===== src/rtl/sprite_palette_ram_if.sv =====
// Pixel lookup and palette write bus for sprite_palette_ram.
// fade_level exists only when SPRITE_PALETTE_FADE_EN is defined.
interface sprite_palette_ram_if #(
  parameter int INDEX_W = 4,
  parameter int COLOR_W = 4,
  parameter int BANKS   = 2
);
  localparam int BANK_W = (BANKS > 1) ? $clog2(BANKS) : 1;

  logic                   pix_valid;
  logic [BANK_W-1:0]      bank_sel;
  logic [INDEX_W-1:0]     index;
  logic [COLOR_W-1:0]     red;
  logic [COLOR_W-1:0]     green;
  logic [COLOR_W-1:0]     blue;
  logic                   rgb_valid;
  logic                   transparent;
  logic                   wr_en;
  logic [BANK_W-1:0]      wr_bank;
  logic [INDEX_W-1:0]     wr_addr;
  logic [3*COLOR_W-1:0]   wr_data;
  logic                   wr_ready;
  logic                   init_busy;

`ifdef SPRITE_PALETTE_FADE_EN
  logic [COLOR_W-1:0]     fade_level;

  modport master (
    output pix_valid, bank_sel, index,
    output wr_en, wr_bank, wr_addr, wr_data,
    output fade_level,
    input  red, green, blue,
    input  rgb_valid, transparent,
    input  wr_ready, init_busy
  );

  modport slave (
    input  pix_valid, bank_sel, index,
    input  wr_en, wr_bank, wr_addr, wr_data,
    input  fade_level,
    output red, green, blue,
    output rgb_valid, transparent,
    output wr_ready, init_busy
  );
`else
  modport master (
    output pix_valid, bank_sel, index,
    output wr_en, wr_bank, wr_addr, wr_data,
    input  red, green, blue,
    input  rgb_valid, transparent,
    input  wr_ready, init_busy
  );

  modport slave (
    input  pix_valid, bank_sel, index,
    input  wr_en, wr_bank, wr_addr, wr_data,
    output red, green, blue,
    output rgb_valid, transparent,
    output wr_ready, init_busy
  );
`endif
endinterface


===== src/rtl/sprite_palette_ram.sv =====
// Multi-bank sprite palette: index -> 4:4:4 RGB, 2-cycle lookup.
// Optional fade scaling enabled by SPRITE_PALETTE_FADE_EN.
module sprite_palette_ram #(
  parameter int INDEX_W      = 4,
  parameter int COLOR_W      = 4,
  parameter int BANKS        = 2,
  parameter int TRANSP_INDEX = 2
) (
  input  logic                  Clk,
  input  logic                  Reset_n,
  sprite_palette_ram_if.slave   bus
);

  localparam int ENTRIES = 2 ** INDEX_W;
  localparam int BANK_W  = (BANKS > 1) ? $clog2(BANKS) : 1;
  localparam int RGB_W   = 3 * COLOR_W;

  typedef enum logic {
    ST_INIT,
    ST_RUN
  } state_e;

  typedef struct packed {
    logic               valid;
    logic               zero;
    logic               transp;
`ifdef SPRITE_PALETTE_FADE_EN
    logic [COLOR_W-1:0] fade;
`endif
  } s1_t;

  typedef struct packed {
    logic               valid;
    logic               transp;
    logic [COLOR_W-1:0] r;
    logic [COLOR_W-1:0] g;
    logic [COLOR_W-1:0] b;
  } s2_t;

`ifdef SPRITE_PALETTE_FADE_EN
  function automatic logic [COLOR_W-1:0] scale(
    input logic [COLOR_W-1:0] c,
    input logic [COLOR_W-1:0] f
  );
    logic [2*COLOR_W:0] p;
    p = (2*COLOR_W+1)'(c) *
        ((2*COLOR_W+1)'(f) + (2*COLOR_W+1)'(1));
    return COLOR_W'(p >> COLOR_W);
  endfunction
`endif

  state_e             state_q, state_d;
  logic [INDEX_W-1:0] cnt_q, cnt_d;
  logic               init_we;
  logic               wr_ready;

  always_ff @(posedge Clk or negedge Reset_n) begin
    if (!Reset_n) begin
      state_q <= ST_INIT;
      cnt_q   <= '0;
    end else begin
      state_q <= state_d;
      cnt_q   <= cnt_d;
    end
  end

  always_comb begin
    state_d = state_q;
    cnt_d   = cnt_q;
    unique case (state_q)
      ST_INIT: begin
        cnt_d = cnt_q + 1'b1;
        if (cnt_q == INDEX_W'(ENTRIES - 1))
          state_d = ST_RUN;
      end
      ST_RUN: ;
      default: state_d = ST_INIT;
    endcase
  end

  always_comb begin
    init_we  = 1'b0;
    wr_ready = 1'b0;
    unique case (state_q)
      ST_INIT: init_we  = 1'b1;
      ST_RUN:  wr_ready = 1'b1;
      default: ;
    endcase
  end

  assign bus.wr_ready  = wr_ready;
  assign bus.init_busy = init_we;

  // Grey ramp: top COLOR_W bits of {k, zeros} scale k up or down.
  logic [INDEX_W+COLOR_W-1:0] grey_wide;
  logic [COLOR_W-1:0]         grey;

  assign grey_wide = {cnt_q, {COLOR_W{1'b0}}};
  assign grey      = grey_wide[INDEX_W+COLOR_W-1 -: COLOR_W];

  logic              wr_ok;
  logic              wr_we;
  logic              rd_ok;
  logic [BANK_W-1:0] rd_bank;

  assign wr_ok   = int'(bus.wr_bank) < BANKS;
  assign wr_we   = wr_ready & bus.wr_en & wr_ok;
  assign rd_ok   = int'(bus.bank_sel) < BANKS;
  assign rd_bank = rd_ok ? bus.bank_sel : '0;

  logic [RGB_W-1:0] mem [BANKS][ENTRIES];
  logic [RGB_W-1:0] rd_data_q;

  // Read-first: the read samples the array before this edge's write.
  always_ff @(posedge Clk) begin
    if (init_we) begin
      for (int b = 0; b < BANKS; b++)
        mem[b][cnt_q] <= {grey, grey, grey};
    end else if (wr_we) begin
      mem[bus.wr_bank][bus.wr_addr] <= bus.wr_data;
    end
    rd_data_q <= mem[rd_bank][bus.index];
  end

  s1_t s1_q, s1_d;

  always_comb begin
    s1_d        = '0;
    s1_d.valid  = bus.pix_valid;
    s1_d.zero   = init_we | ~rd_ok;
    s1_d.transp = bus.pix_valid &
                  (bus.index == INDEX_W'(TRANSP_INDEX));
`ifdef SPRITE_PALETTE_FADE_EN
    s1_d.fade   = bus.fade_level;
`endif
  end

  always_ff @(posedge Clk or negedge Reset_n) begin
    if (!Reset_n) s1_q <= '0;
    else          s1_q <= s1_d;
  end

  logic [COLOR_W-1:0] rd_r, rd_g, rd_b;

  assign rd_r = rd_data_q[RGB_W-1 -: COLOR_W];
  assign rd_g = rd_data_q[2*COLOR_W-1 -: COLOR_W];
  assign rd_b = rd_data_q[COLOR_W-1:0];

  s2_t s2_q, s2_d;

  always_comb begin
    s2_d        = s2_q;
    s2_d.valid  = s1_q.valid;
    s2_d.transp = s1_q.transp;
    if (s1_q.valid) begin
      if (s1_q.zero) begin
        s2_d.r = '0;
        s2_d.g = '0;
        s2_d.b = '0;
      end else begin
`ifdef SPRITE_PALETTE_FADE_EN
        s2_d.r = scale(rd_r, s1_q.fade);
        s2_d.g = scale(rd_g, s1_q.fade);
        s2_d.b = scale(rd_b, s1_q.fade);
`else
        s2_d.r = rd_r;
        s2_d.g = rd_g;
        s2_d.b = rd_b;
`endif
      end
    end
  end

  always_ff @(posedge Clk or negedge Reset_n) begin
    if (!Reset_n) s2_q <= '0;
    else          s2_q <= s2_d;
  end

  assign bus.red         = s2_q.r;
  assign bus.green       = s2_q.g;
  assign bus.blue        = s2_q.b;
  assign bus.rgb_valid   = s2_q.valid;
  assign bus.transparent = s2_q.transp;

endmodule


===== src/flat_wrapper.sv =====
// flat-port wrapper written by rule: the top's interface ports become plain ports
module sprite_palette_ram_flat 
#(
  parameter int INDEX_W      = 4,
  parameter int COLOR_W      = 4,
  parameter int BANKS        = 2,
  parameter int TRANSP_INDEX = 2
)
  (Clk, Reset_n, bus_pix_valid, bus_bank_sel, bus_index, bus_wr_en, bus_wr_bank, bus_wr_addr, bus_wr_data, bus_red, bus_green, bus_blue, bus_rgb_valid, bus_transparent, bus_wr_ready, bus_init_busy);
  sprite_palette_ram_if #(.INDEX_W(INDEX_W), .COLOR_W(COLOR_W), .BANKS(BANKS)) bus_i ();
  input  logic Clk;
  input  logic Reset_n;
  input wire logic [$bits(bus_i.pix_valid)-1:0] bus_pix_valid;
  input wire logic [$bits(bus_i.bank_sel)-1:0] bus_bank_sel;
  input wire logic [$bits(bus_i.index)-1:0] bus_index;
  input wire logic [$bits(bus_i.wr_en)-1:0] bus_wr_en;
  input wire logic [$bits(bus_i.wr_bank)-1:0] bus_wr_bank;
  input wire logic [$bits(bus_i.wr_addr)-1:0] bus_wr_addr;
  input wire logic [$bits(bus_i.wr_data)-1:0] bus_wr_data;
  output wire logic [$bits(bus_i.red)-1:0] bus_red;
  output wire logic [$bits(bus_i.green)-1:0] bus_green;
  output wire logic [$bits(bus_i.blue)-1:0] bus_blue;
  output wire logic [$bits(bus_i.rgb_valid)-1:0] bus_rgb_valid;
  output wire logic [$bits(bus_i.transparent)-1:0] bus_transparent;
  output wire logic [$bits(bus_i.wr_ready)-1:0] bus_wr_ready;
  output wire logic [$bits(bus_i.init_busy)-1:0] bus_init_busy;
  assign bus_i.pix_valid = bus_pix_valid;
  assign bus_i.bank_sel = bus_bank_sel;
  assign bus_i.index = bus_index;
  assign bus_i.wr_en = bus_wr_en;
  assign bus_i.wr_bank = bus_wr_bank;
  assign bus_i.wr_addr = bus_wr_addr;
  assign bus_i.wr_data = bus_wr_data;
  assign bus_red = bus_i.red;
  assign bus_green = bus_i.green;
  assign bus_blue = bus_i.blue;
  assign bus_rgb_valid = bus_i.rgb_valid;
  assign bus_transparent = bus_i.transparent;
  assign bus_wr_ready = bus_i.wr_ready;
  assign bus_init_busy = bus_i.init_busy;
  sprite_palette_ram #(.INDEX_W(INDEX_W), .COLOR_W(COLOR_W), .BANKS(BANKS), .TRANSP_INDEX(TRANSP_INDEX)) u_core (.Clk(Clk), .Reset_n(Reset_n), .bus(bus_i));
endmodule

===== config.mk =====
export PLATFORM = sky130hd
export DESIGN_NAME = sprite_palette_ram_flat
export DESIGN_NICKNAME = d
export VERILOG_FILES = /design/src/rtl/sprite_palette_ram_if.sv /design/src/rtl/sprite_palette_ram.sv /design/src/flat_wrapper.sv
export SDC_FILE = /design/constraint.sdc
export NUM_CORES = 1
export LEC_CHECK = 0
export ABC_AREA = 1
export CAP_MARGIN = 30
export CELL_PAD_IN_SITES_DETAIL_PLACEMENT = 2
export CELL_PAD_IN_SITES_GLOBAL_PLACEMENT = 2
export CORE_MARGIN = 8
export CORE_UTILIZATION = 41
export DETAILED_ROUTE_END_ITERATION = 8
export PLACE_DENSITY = 0.85
export SYNTH_ARGS = -nofsm -noshare
export SYNTH_HDL_FRONTEND = slang
export SYNTH_SLANG_ARGS = --single-unit

===== constraint.sdc =====
create_clock -name Clk -period 3.29 [get_ports Clk]
set_clock_uncertainty 0.15 [all_clocks]
set_input_delay 0.658 -clock Clk [delete_from_list [all_inputs] [get_ports Clk]]
set_output_delay 0.658 -clock Clk [all_outputs]
set_load 0.03 [all_outputs]

==> impl_metrics.toml <==
[logic_synthesis]
ys_ff_latch = 418
ys_top_cells_by_count = "699 x nand2_1, 412 x o21ai_0, 384 x edfxtp_1"
synthFlopType = "edfxtp_1"
yosys.area_share.simple_pct = 22.1
syn_area_per_cell_sq_um = 9.21
muxShareOfSynthArea_pct = 0
synthTopCellsByArea = "edfxtp_1 58%, nand2_1 13%, o21ai_0 10%"
yosysWarnings = 0
synth_top_family_by_area = "simple AND/OR/NAND/NOR gates"
synth_compound_area_share_pct = 10.5
synth_top_cell_area_share_pct = 57.8
synth_fa_ha_area_share_pct = 0.314
synthMostInstantiatedCell = "nand2_1"
syn-cell-area_sq_um = 19900
ys_seq_area_share_pct = 61.8
syn_inst = 2164
synth-async-reset-ratio_pct = 5.26
synth-edff-count = 384
synth_xor_area_share_pct = 0.132
syn-num-nets = 2195
yosysTopAreaCell = "edfxtp_1"
yosysUniqueCellTypes = 22

[critical_path]
arrival_ns = 2.20
path_max_fanout = 9
start_kind = "flop"
reg2reg_depth = 7
cp-end-kind = "output port"
crit_type = "flop to output port"
rrSetupSlack_ns = 0.53
required_ns = 2.48

[routing]
postRouteAntennaNets = 0
drt_wl_total_um = 79800
drt_pass1_iterations = 5
detail_route.iter0.violations = 1432
vias = 17400
drcViolationCount = 0
wire_per_inst_um = 27.8
vias_per_cell = 6.06

[global_routing]
grt_use_met1_pct = 34.2
grt_first_pass_wirelength_um = 120000
antenna_found_initial = 1
grt_max_degree = 106
grt_pass1_vias = 19200
grt_use_total_pct = 28.1
grt_util_met3_pct = 4.05
overflow = 0
met2_usage_pct = 49.1
grt-busiest-layer = "met2"

[run]
maxCapViolCount = 0

[cts]
h-tree-depth = 2
clock_sinks = 418
cts_hold_buf = 0
cts_tree = "built"
cts_buffers = 48
cts-root-buf = "clkbuf_16"
cts_buffer_depth = 3
postCtsSetupBuffers = 0
cts_resized = 0
clk_pin_slew_worst_paths_ns = 0.06
clock_latency_ns = 0.61

[finish]
fin_area_sq_um = 23200
final_nets = 2239
utilization_pct = 47.9
layout-drive-gt1-share_pct = 9.08
fillers = 5109
insertedDiodeCount = 0
area_growth_pct = 16.4
layout.cells.non_filler = 2869

[worst_hold_path]
worstHoldPathCells = 0
worstHoldPathType = "flop to flop"

[sta]
fmax_mhz = 332
post-route-period-util_pct = 91.5
final.min_clock_period_ns = 3.01
rsz0062_at_grt = "no"
fin_tns_setup_ns = 0
hold_viol_final = 0
setup_ws_ns = 0.280
setup_viol = 0
hold_ws_ns = 0.208
slew-limit-headroom_pct = 42.2
worst_pin_slew_ns = 0.865
slew_violations = 0

[placed_design]
place.gp.congestion = 0.826
post-dp-hpwl_um = 49700
io_buffers = 41
dp_slack_ns = 0.163
dp.cells = 2780
placed_area_sq_um = 21500

[floorplan]
die_area_sq_um = 55900
ios = 42
rows = 81
core_sq_um = 48400
die_h_um = 237
start_util_pct = 41.2
die-width_um = 237

[power_and_ir_drop]
p_per_area_nw_per_um2 = 540
ir_worst_vdd_mv = 0.362
total_power_mw = 12.5
power_leakage_nw = 9.21

[status]
status = "completed"
## per-layer routing
metal	share of wire (%)	vias up
met3	6.1	214
met4	4.3	2
li1	-	7516
met5	0.016	-
met2	50	695
met1	39	8948
## final cells by class
type	count	area, sq um	area share (%)
inverters	94	359	1.55
flip-flops and latches	418	12300	53.1
well taps	622	778	3.35
repair buffers	161	1490	6.43
clock inverters	34	397	1.71
multi-input cells	1485	6580	28.4
clock buffers	55	1270	5.47
## power breakdown
part           leakage [nW]  switching [mW]  internal (mW)
combinational          4.25           0.684          0.238
sequential             4.15          0.0274           5.79
clock                 0.811            2.37           3.41
## cells by family (layout without fill, tap and decap cells)
| family | Yosys count | count (layout) |
|---|---|---|
| simple gates | 1058 | 1058 |
| xor+xnor | 3 | 3 |
| buf+inv | 261 | 344 |
| flops | 418 | 418 |
| compound gates | 419 | 419 |
| fa+ha+maj | 5 | 5 |
## sequential cells by signal (all words and copies together) (netlist names)
signal / flops
u_core.mem: 384
u_core.rd_data_q: 12
u_core.bus.blue: 4
u_core.bus.green: 4
u_core.bus.red: 4
u_core.cnt_q: 4
u_core.s1_q: 3
u_core.bus.rgb_valid: 1
u_core.bus.transparent: 1
u_core.state_q: 1
## worst max-delay path, stage by stage, from the launching register on
cell and delay (ns):
dfrtp_1 0.53, inv_1 0.33, clkdlybuf4s50_1 0.74
## placed cells by master (no fill, tap or decap)
cell | synthesis | routed
and3_1 | 1 | 1
buf_12 | 0 | 15
buf_2 | 3 | 1
buf_4 | 0 | 106
buf_6 | 1 | 1
bufinv_16 | 0 | 8
clkbuf_1 | 114 | 5
clkbuf_16 | 0 | 50
clkdlybuf4s50_1 | 0 | 38
clkinv_1 | 1 | 11
clkinv_2 | 0 | 8
clkinv_4 | 0 | 3
clkinv_8 | 0 | 1
clkinvlp_4 | 0 | 2
dfrtp_1 | 22 | 22
dfxtp_1 | 12 | 12
edfxtp_1 | 384 | 384
ha_1 | 5 | 5
inv_1 | 91 | 90
inv_2 | 2 | 1
inv_6 | 0 | 4
nand2_1 | 699 | 699
nand3_1 | 296 | 296
nand4_1 | 1 | 1
nor2_1 | 57 | 57
nor3_4 | 4 | 4
o21ai_0 | 412 | 412
o21ai_1 | 7 | 7
xnor2_1 | 1 | 1
xor2_1 | 2 | 2
## worst paths after layout
check	startpoint	endpoint
min in group asynchronous	Reset_n	u_core.cnt_q[0]
setup reg to reg	u_core.state_q	u_core.mem[1][61]
hold / removal	u_core.s1_q[0]	u_core.bus.transparent
hold reg to reg	u_core.s1_q[0]	u_core.bus.transparent
setup / recovery	u_core.state_q	bus_init_busy
max in group asynchronous	Reset_n	u_core.bus.green[3]
Power figures use the tool's default switching activity.
